File: src/rtl/ex_pkg.sv
`default_nettype none
// ============================================================================
// Module      : ex_pkg
// Description : Shared EX-stage types for the iterative RV64M mul/div unit.
// Revision    : 1.0 - initial release
// ============================================================================
package ex_pkg;

    localparam int XLEN = 64;

    typedef enum logic [2:0] {
        OP_MUL    = 3'b000,
        OP_MULH   = 3'b001,
        OP_MULHSU = 3'b010,
        OP_MULHU  = 3'b011,
        OP_DIV    = 3'b100,
        OP_DIVU   = 3'b101,
        OP_REM    = 3'b110,
        OP_REMU   = 3'b111
    } muldiv_op_e;

    typedef enum logic [1:0] {
        IDLE = 2'd0,
        CALC = 2'd1,
        FIN  = 2'd2
    } muldiv_state_e;

endpackage
`default_nettype wire

File: src/rtl/ex_muldiv_core.sv
`default_nettype none
// ============================================================================
// Module      : ex_muldiv_core
// Description : Unsigned iterative engine: shift-add multiply / restoring divide.
// Revision    : 1.0 - initial release
// ============================================================================
module ex_muldiv_core #(
    parameter int XLEN = 64
) (
    input  logic            clk,
    input  logic            rst,
    input  logic            load,
    input  logic            step,
    input  logic            is_div,
    input  logic            word,
    input  logic [XLEN-1:0] op_a,
    input  logic [XLEN-1:0] op_b,
    output logic [XLEN-1:0] hi,
    output logic [XLEN-1:0] lo,
    output logic            last
);
    localparam int HALF = XLEN / 2;
    localparam int CW   = $clog2(XLEN);

    logic [XLEN-1:0] r_hi;
    logic [XLEN-1:0] r_lo;
    logic [XLEN-1:0] r_m;
    logic [CW-1:0]   r_cnt;
    logic            r_div;

    logic [XLEN-1:0] w_addend;
    logic [XLEN:0]   w_sum;
    logic [XLEN:0]   w_rshift;
    logic [XLEN:0]   w_diff;
    logic            w_ge;

    // Multiply: {hi,lo} shifts right, lo starts as the multiplier.
    // Divide: hi is the partial remainder, lo shifts dividend out / quotient in.
    assign w_addend = r_lo[0] ? r_m : '0;
    assign w_sum    = {1'b0, r_hi} + {1'b0, w_addend};
    assign w_rshift = {r_hi, r_lo[XLEN-1]};
    assign w_diff   = w_rshift - {1'b0, r_m};
    assign w_ge     = ~w_diff[XLEN];

    always_ff @(posedge clk or negedge rst) begin
        if (!rst) begin
            r_hi  <= '0;
            r_lo  <= '0;
            r_m   <= '0;
            r_cnt <= '0;
            r_div <= 1'b0;
        end else if (load) begin
            r_cnt <= word ? CW'(HALF - 1) : CW'(XLEN - 1);
            r_div <= is_div;
            r_hi  <= '0;
            if (is_div) begin
                // Word dividend is pre-aligned so its MSB leaves first.
                r_lo <= word ? {op_a[HALF-1:0], {HALF{1'b0}}} : op_a;
                r_m  <= op_b;
            end else begin
                r_lo <= op_b;
                r_m  <= op_a;
            end
        end else if (step) begin
            r_cnt <= r_cnt - 1'b1;
            if (r_div) begin
                r_hi <= w_ge ? w_diff[XLEN-1:0] : w_rshift[XLEN-1:0];
                r_lo <= {r_lo[XLEN-2:0], w_ge};
            end else begin
                r_hi <= w_sum[XLEN:1];
                r_lo <= {w_sum[0], r_lo[XLEN-1:1]};
            end
        end
    end

    assign hi   = r_hi;
    assign lo   = r_lo;
    assign last = (r_cnt == '0);

endmodule
`default_nettype wire

File: src/rtl/ex_muldiv.sv
`default_nettype none
// ============================================================================
// Module      : ex_muldiv
// Description : EX-stage RV64M multiply/divide unit with busy/done handshake.
// Revision    : 1.0 - initial release
// ============================================================================
module ex_muldiv #(
    parameter int XLEN = 64
) (
    input  logic            clk,
    input  logic            rst,
    input  logic            start_in,
    input  logic [2:0]      op_in,
    input  logic            word_in,
    input  logic [XLEN-1:0] rs1Data_in,
    input  logic [XLEN-1:0] rs2Data_in,
    input  logic [4:0]      rd_in,
    input  logic            flush_in,
    output logic            busy_out,
    output logic            done_out,
    output logic [XLEN-1:0] result_out,
    output logic [4:0]      rd_out
);
    import ex_pkg::*;

    localparam int HALF = XLEN / 2;

    muldiv_state_e   r_state;
    logic [2:0]      r_op;
    logic            r_word;
    logic [4:0]      r_rd;
    logic            r_neg_a;
    logic            r_neg_b;
    logic            r_special;
    logic [XLEN-1:0] r_spec_res;

    logic            w_sa, w_sb, w_neg_a, w_neg_b;
    logic [XLEN-1:0] w_a, w_b, w_abs_a, w_abs_b, w_minneg;
    logic            w_div_zero, w_ovf, w_special, w_accept;
    logic [XLEN-1:0] w_spec_res;
    logic [XLEN-1:0] w_core_hi, w_core_lo;
    logic            w_core_last;
    logic [2*XLEN-1:0] w_mag, w_prod;
    logic [XLEN-1:0] w_mul_res, w_quo, w_rmd, w_raw, w_final;

    assign w_sa = op_in inside {OP_MUL, OP_MULH, OP_MULHSU, OP_DIV, OP_REM};
    assign w_sb = op_in inside {OP_MUL, OP_MULH, OP_DIV, OP_REM};

    assign w_a = word_in ? {{HALF{w_sa & rs1Data_in[HALF-1]}}, rs1Data_in[HALF-1:0]} : rs1Data_in;
    assign w_b = word_in ? {{HALF{w_sb & rs2Data_in[HALF-1]}}, rs2Data_in[HALF-1:0]} : rs2Data_in;

    assign w_neg_a = w_sa & w_a[XLEN-1];
    assign w_neg_b = w_sb & w_b[XLEN-1];
    assign w_abs_a = w_neg_a ? -w_a : w_a;
    assign w_abs_b = w_neg_b ? -w_b : w_b;

    // Most-negative value of the active width, already sign-extended.
    assign w_minneg   = word_in ? {{(HALF+1){1'b1}}, {(HALF-1){1'b0}}} : {1'b1, {(XLEN-1){1'b0}}};
    assign w_div_zero = op_in[2] & (w_b == '0);
    assign w_ovf      = op_in[2] & w_sa & (w_a == w_minneg) & (w_b == '1);
    assign w_special  = w_div_zero | w_ovf;
    assign w_spec_res = w_div_zero ? (op_in[1] ? w_a : '1) : (op_in[1] ? '0 : w_a);

    assign w_accept = (r_state == IDLE) & start_in & ~flush_in;

    ex_muldiv_core #(.XLEN(XLEN)) u_core (
        .clk    (clk),
        .rst    (rst),
        .load   (w_accept),
        .step   (r_state == CALC),
        .is_div (op_in[2]),
        .word   (word_in),
        .op_a   (w_abs_a),
        .op_b   (w_abs_b),
        .hi     (w_core_hi),
        .lo     (w_core_lo),
        .last   (w_core_last)
    );

    // Word products sit 32 bits up in the accumulator after 32 right shifts.
    assign w_mag  = r_word ? {{XLEN{1'b0}}, w_core_hi[HALF-1:0], w_core_lo[XLEN-1:HALF]}
                           : {w_core_hi, w_core_lo};
    assign w_prod = (r_neg_a ^ r_neg_b) ? -w_mag : w_mag;
    assign w_mul_res = (r_op == OP_MUL) ? w_prod[XLEN-1:0]
                     : (r_word ? {{HALF{1'b0}}, w_prod[XLEN-1:HALF]} : w_prod[2*XLEN-1:XLEN]);

    assign w_quo   = (r_neg_a ^ r_neg_b) ? -w_core_lo : w_core_lo;
    assign w_rmd   = r_neg_a ? -w_core_hi : w_core_hi;
    assign w_raw   = r_special ? r_spec_res : (r_op[2] ? (r_op[1] ? w_rmd : w_quo) : w_mul_res);
    assign w_final = r_word ? {{HALF{w_raw[HALF-1]}}, w_raw[HALF-1:0]} : w_raw;

    always_ff @(posedge clk or negedge rst) begin
        if (!rst) begin
            r_state    <= IDLE;
            r_op       <= '0;
            r_word     <= 1'b0;
            r_rd       <= '0;
            r_neg_a    <= 1'b0;
            r_neg_b    <= 1'b0;
            r_special  <= 1'b0;
            r_spec_res <= '0;
            busy_out   <= 1'b0;
            done_out   <= 1'b0;
            result_out <= '0;
            rd_out     <= '0;
        end else if (flush_in) begin
            r_state  <= IDLE;
            busy_out <= 1'b0;
            done_out <= 1'b0;
        end else begin
            done_out <= 1'b0;
            case (r_state)
                IDLE: begin
                    if (start_in) begin
                        r_op       <= op_in;
                        r_word     <= word_in;
                        r_rd       <= rd_in;
                        r_neg_a    <= w_neg_a;
                        r_neg_b    <= w_neg_b;
                        r_special  <= w_special;
                        r_spec_res <= w_spec_res;
                        busy_out   <= 1'b1;
                        r_state    <= w_special ? FIN : CALC;
                    end
                end
                CALC: begin
                    if (w_core_last) r_state <= FIN;
                end
                FIN: begin
                    result_out <= w_final;
                    rd_out     <= r_rd;
                    done_out   <= 1'b1;
                    busy_out   <= 1'b0;
                    r_state    <= IDLE;
                end
                default: r_state <= IDLE;
            endcase
        end
    end

endmodule
`default_nettype wire
File: config.mk
export PLATFORM = sky130hd
export DESIGN_NAME = ex_muldiv
export DESIGN_NICKNAME = d
export VERILOG_FILES = /design/src/rtl/ex_pkg.sv /design/src/rtl/ex_muldiv_core.sv /design/src/rtl/ex_muldiv.sv
export SDC_FILE = /design/constraint.sdc
export NUM_CORES = 2
export LEC_CHECK = 0
export CAP_MARGIN = 10
export CORE_MARGIN = 2
export CORE_UTILIZATION = 40
export CTS_BUF_LIST = sky130_fd_sc_hd__clkbuf_4 sky130_fd_sc_hd__clkbuf_8
export DETAILED_ROUTE_END_ITERATION = 8
export PLACE_DENSITY = 0.68
export SLEW_MARGIN = 20
export SYNTH_ARGS = -nofsm -noshare
export SYNTH_HDL_FRONTEND = slang
export SYNTH_SLANG_ARGS = --single-unit
File: constraint.sdc
create_clock -name clk -period 5.1 [get_ports clk]
set_clock_uncertainty 0.05 [all_clocks]
set_input_delay 1.02 -clock clk [delete_from_list [all_inputs] [get_ports clk]]
set_output_delay 1.02 -clock clk [all_outputs]
set_load 0.1 [all_outputs]
After elaboration in Yosys (flattened, before gate mapping)
Index checks and enable logic that the tools add are counted.
Cells by class
  $add $sub $neg: 8
  equal/unequal tests: 10
  muxes and demuxes: 42
  bitwise gates (word level): 14
  reductions and logical operators: 13
Operators by type and width (count)
  two-way mux 64 bit: 26
  two-way mux 128 bit: 2
  negator 64 bit: 4
  negator 128 bit: 1
  adder 64 x 64 -> 65 bit: 1
  subtractor 65 x 64 -> 65 bit: 1
  == test 64 bit: 1
  == test 64 bit (second input constant): 1
  zero test 64 bit: 1
  two-way mux 63 bit: 1
  two-way mux 6 bit: 3
  AND 1 bit: 10
  two-way mux 2 bit: 4
  == test 3 bit (second input constant): 2
  zero test 3 bit: 2
  zero test 6 bit: 1
  inequality test 3 bit (second input constant): 2
  AND reduction 2 bit: 3
  subtractor 6 x 1 -> 6 bit (second input constant): 1
  nonzero test 5 bit: 1
  two-way mux 1 bit: 4
  one-hot mux 2 bit (2 select lines): 1
  nonzero test 4 bit: 1
  == test 3 x 1 -> 1 bit (second input constant): 1
  11 further kinds: 12
Word-level totals
  bits in registers: 348
  input bits: 141
  output and inout port bits: 71
  word-level logic and storage cells: 104

Logic depth before layout (Yosys ltp)
  word-level depth: 12
  mapped depth: 22

Modules after synthesis
Synthesis repeated with hierarchy kept, for this count alone.
Unflattened totals
  cell total of the unflattened synthesis: 5667
  area, all modules: 41372.2 µm²
Modules (own cells, without submodules)
  ex_muldiv: instances 1, cells each 3185, area an instance 22188.8 µm², sequential area each 3728.6 µm²
  ex_muldiv_core: instances 1, cells each 2482, area an instance 19183.4 µm², sequential area each 4979.8 µm²

Worst setup path before layout
Ideal clock, no wire load.
  kind: reg-to-reg
  start: reg r_word
  end: reg result_out[62]
  library setup time: 0.067 ns
  arrival: 5.305 ns
  data required time: 4.983 ns
  path slack: -0.322 ns
  cell stages (with the launch flop): 23
  path buffers: 11
  clock period less this slack: 5.422 ns
  cells stage by stage: dfrtp_1 > buf_6 > buf_6 > buf_6 > buf_2 > buf_2 > buf_2 > buf_2 > buf_1 > clkbuf_1 > clkbuf_1 > mux2i_1 > ha_1 > or4bb_1 > or3_4 > or3_1 > buf_2 > nand2b_4 > o21ai_2 > nor4b_1 > a21o_1 > nor4_1 > o22a_1
On the way
  word-level cells in the longest chain between the ends: 8
Ends and longest elaborated chain
  from (decl): line ex_muldiv.sv:30  | logic r_word;
  from (signal assigned): line ex_muldiv.sv:116  | r_word <= word_in;
  two-way mux 128 bit: line ex_muldiv.sv:81  | assign w_mag = r_word ? {{XLEN{1'b0}}, w_core_hi[HALF-1:0], w_core_lo[XLEN-1:HALF]}
  negator 128 bit: line ex_muldiv.sv:83  | assign w_prod = (r_neg_a ^ r_neg_b) ? -w_mag : w_mag;
  two-way mux 128 bit: line ex_muldiv.sv:83
  two-way mux 64 bit: line ex_muldiv.sv:85  | : (r_word ? {{HALF{1'b0}}, w_prod[XLEN-1:HALF]} : w_prod[2*XLEN-1:XLEN]);
  two-way mux 64 bit: line ex_muldiv.sv:84  | assign w_mul_res = (r_op == OP_MUL) ? w_prod[XLEN-1:0]
  two-way mux 64 bit (2 in series): line ex_muldiv.sv:89  | assign w_raw = r_special ? r_spec_res : (r_op[2] ? (r_op[1] ? w_rmd : w_quo) : w_mul_res);
  two-way mux 64 bit *: line ex_muldiv.sv:90  | assign w_final = r_word ? {{HALF{w_raw[HALF-1]}}, w_raw[HALF-1:0]} : w_raw;
  to (signal assigned): line ex_muldiv.sv:130  | result_out <= w_final;
  to (decl): line ex_muldiv.sv:21  | output logic [XLEN-1:0] result_out,
Mark *: on every way between the ends. The rest lies on a longest branch, timed or not.
A chain may end at the register's enable or synchronous reset.

Worst setup path in the final report
  start: reg u_core.r_m[40]
  end: reg u_core.r_hi[7] (netlist: u_core.hi[7])
On the way
  word-level cells in the longest chain between the ends: 5
Ends and longest elaborated chain
  from (decl): line ex_muldiv_core.sv:27  | logic [XLEN-1:0] r_m;
  from (signal assigned): line ex_muldiv_core.sv:59  | r_m <= op_b;
  from (signal assigned): line ex_muldiv_core.sv:62  | r_m <= op_a;
  subtractor 65 x 64 -> 65 bit: line ex_muldiv_core.sv:42  | assign w_diff = w_rshift - {1'b0, r_m};
  two-way mux 64 bit: line ex_muldiv_core.sv:67  | r_hi <= w_ge ? w_diff[XLEN-1:0] : w_rshift[XLEN-1:0];
  two-way mux 64 bit: line ex_muldiv_core.sv:66  | if (r_div) begin
  two-way mux 64 bit: line ex_muldiv_core.sv:64  | end else if (step) begin
  two-way mux 64 bit: line ex_muldiv_core.sv:52  | end else if (load) begin
  to (signal assigned): line ex_muldiv_core.sv:67
  to (signal assigned): line ex_muldiv_core.sv:70  | r_hi <= w_sum[XLEN:1];
  to (decl): line ex_muldiv_core.sv:25  | logic [XLEN-1:0] r_hi;
Every way passes these cells. The select of a mux whose other input is x is not followed.

==> flow_summary.yaml <==
run_status:
  run_status: "finished with violations"
  failed_checks: "design-rule violations"
synth:
  ys_ff_latch: 347
  cell_area_after_technology_mapping_um2: 38700
  ys_seq_area_frac: 0.224
  synth_edf_count: 0
  syn_nets: 5652
  netlist_instances: 5373
  syn_avg_cell_area_um2: 7.20
  synth-warning-count: 0
  synth_async_sr_flop_share: 1.00
  synth.lib_cells_used.distinct: 103
  synth_top_flop_cell: "sky130_fd_sc_hd__dfrtp_1"
global_routing:
  global_route_wire_length_before_repair_um: 301000
  overflow: 0
  grt_max_degree: 192
  antenna_violations_before_repair: 29
  vias_in_the_first_global_route: 41967
  global_route.usage.total: 0.416
detailed_routing:
  vias: 45638
  wirelength_um: 214000
  wl_per_cell_um: 31.2
  drt-pass1-iter-count: 9
  drc: 1
  avgViaCountPerCell: 6.65
  drtAntennaViolNets: 0
  detail_route.iter0.violations: 7325
final_layout:
  layout_commonest_cell: "sky130_fd_sc_hd__nand2_1"
  final_layout_size_suffix_gt1_frac: 0.0996
  seq_area_um2: 8690
  area.growth.synth_to_final_pct: 15.7
  num-fill-cells: 9824
  layout.core_utilization: 0.465
  multiInputGateArea_um2: 27600
  instances_no_fill: 6860
  final_net_count: 5804
  layout_common_cells: "sky130_fd_sc_hd__nand2_1 (593), sky130_fd_sc_hd__o21ai_0 (551), sky130_fd_sc_hd__nor2_1 (525)"
critical_path:
  criticalPathCategory: "register to register"
  crit-reg2reg-launch: "u_core.r_m[40]"
  r2r_end: "u_core.hi[7]"
  crit_path_max_fanout: 47
  cell_depth_of_the_worst_flop_to_flop_path: 15
  end_kind: "register"
  worst_ep_arrival_time_ps: 5380
  ff2ff_setup_slack_ps: 200
  cp-start-kind: "register"
  endpoint: "u_core.hi[7]"
  timing.critical_path.from: "u_core.r_m[40]"
  timing.critical_path.required_ps: 5570
sta:
  setup_repair_after_global_routing_missed_its_margin: "false"
  setup_viol: 0
  tightestPinTransition_ps: 1220
  drv_slew: 0
  timing.hold.ws_ps: 356
  maxSlewHeadroom: 0.187
  finalWorstPathRequiredPeriod_ps: 4900
  timing.fmax_mhz: 204
  hold_violations: 0
  post-route-worst-setup-slack_ps: 196
  finalCritPeriodShare: 0.962
clock_network:
  htree_levels: 3
  clock_insertion_delay_worst_skew_ps: 720
  ctsRootBufferMaster: "sky130_fd_sc_hd__clkbuf_8"
  cts.sinks: 347
  cts-buffers-inserted: 67
  cts_tree: "done"
  clock_path_buffers: 3
  post_cts_hold_buffer_count: 0
  clk_transition_reported_paths_ps: 60
  postCtsSetupBuffers: 0
  post_cts_resize_count: 0
placement:
  place.port_buffers: 211
  place_congestion: 1.07
  dpl_worst_slack_ps: -132
  detailedPlacementHpwl_um: 164000
  placed_cells: 6732
power:
  fin_total_pwr_mw: 24.3
  max-vdd-ir-drop_v: 0.000375
  leakage_nw: 18.3
  power_density_nw_per_um2: 543
floorplan:
  initial_core_util: 0.402
  top_level_ports: 212
  core_area_um2: 96300
  die_y_um: 315
  rows: 114
  dieWidth_um: 315
  die-area_um2: 99200
run:
  timing.max_cap.violations: 0
hold_path:
  hold_path.class: "input pin to asynchronous set/reset pin"
==> sequential cells by signal, summed over array words and instances, names as in the netlist, 5 cells and up <==
signal	count
u_core.hi	64
r_spec_res	64
rd_out	5
u_core.lo	64
u_core.r_cnt	6
result_out	64
u_core.r_m	64
r_rd	5
==> worst max-delay path: stages (launching register included) <==
cell,delay (ps)
sky130_fd_sc_hd__dfrtp_1,550
sky130_fd_sc_hd__inv_1,190
sky130_fd_sc_hd__ha_1,450
sky130_fd_sc_hd__nand4_1,190
sky130_fd_sc_hd__or4_1,580
sky130_fd_sc_hd__nand3b_1,220
sky130_fd_sc_hd__a2111oi_0,440
sky130_fd_sc_hd__a211o_1,330
sky130_fd_sc_hd__o21a_1,280
sky130_fd_sc_hd__nor4b_1,110
sky130_fd_sc_hd__nor3_4,410
sky130_fd_sc_hd__buf_12,260
sky130_fd_sc_hd__buf_12,250
sky130_fd_sc_hd__nor2_1,80
sky130_fd_sc_hd__a21oi_1,120
sky130_fd_sc_hd__o221ai_1,130
==> synthesized netlist by cell type (63+ instances only) <==
cell,number,area share
sky130_fd_sc_hd__nor2_1,529,0.051
sky130_fd_sc_hd__nand2_1,595,0.058
sky130_fd_sc_hd__inv_1,163,0.016
sky130_fd_sc_hd__a21oi_1,486,0.063
sky130_fd_sc_hd__ha_1,136,0.044
sky130_fd_sc_hd__nand3_1,102,0.013
sky130_fd_sc_hd__mux2i_1,145,0.038
sky130_fd_sc_hd__dfrtp_1,347,0.22
sky130_fd_sc_hd__o211ai_1,86,0.017
sky130_fd_sc_hd__nand4_1,68,0.011
sky130_fd_sc_hd__xnor2_1,231,0.052
sky130_fd_sc_hd__clkbuf_1,373,0.036
sky130_fd_sc_hd__o21ai_0,551,0.071
sky130_fd_sc_hd__xor2_1,217,0.049
sky130_fd_sc_hd__a21o_1,68,0.013
sky130_fd_sc_hd__nor3_1,137,0.018
sky130_fd_sc_hd__nor4_1,63,0.010
==> layer usage <==
layer / wire (um) / up-vias / global-route usage
li1: - / 19738 / -
met1: 81500 / 21812 / 0.526
met2: 84200 / 3273 / 0.572
met3: 29700 / 797 / 0.167
met4: 18500 / 18 / 0.287
met5: 117 / - / 0
==> cell type report <==
type | instances | share of cell area
tap | 1276 | 0.0357
timing repair buffer | 541 | 0.107
multi-input combinational | 4402 | 0.617
inverter | 166 | 0.0139
sequential | 347 | 0.194
clock inverter | 18 | 0.00352
clock buffer | 98 | 0.0279
antenna | 12 | 0.000671
==> kinds of logic after synthesis <==
family,Yosys count,synth area share
muxes,166,0.0440
adders and majority gates,200,0.0611
AOI/OAI and AO/OA,1764,0.283
xor gates and xnor gates,448,0.101
and+or+nand+nor,1824,0.223
DFF,347,0.224
buffers and inverters,624,0.0630
==> power by group <==
group | switching, mW | internal [mW] | total, mW
sequential | 1.42 | 3.36 | 4.78
combinational | 10.7 | 5.72 | 16.5
clock | 1.42 | 1.64 | 3.06
==> per-stage QoR <==
step | TNS (ps) | cell area [um^2]
finish | 0 | 44800
global route | 0 | 44800
CTS | 0 | 44700
detailed placement | -132 | 43300
global placement | -94.4 | 43300
floorplan | 0 | 38700
==> worst min-delay path by stage <==
| stage | to | slack, ps |
|---|---|---|
| floorplan | rd_out[0] | 390 |
| global placement | rd_out[3] | 400 |
| detailed placement | rd_out[1] | 410 |
| CTS | u_core.r_m[42] | 370 |
| global route | u_core.r_m[42] | 410 |
| finish | u_core.r_m[42] | 360 |
No activity file was read; power rests on OpenSTA's default activity.
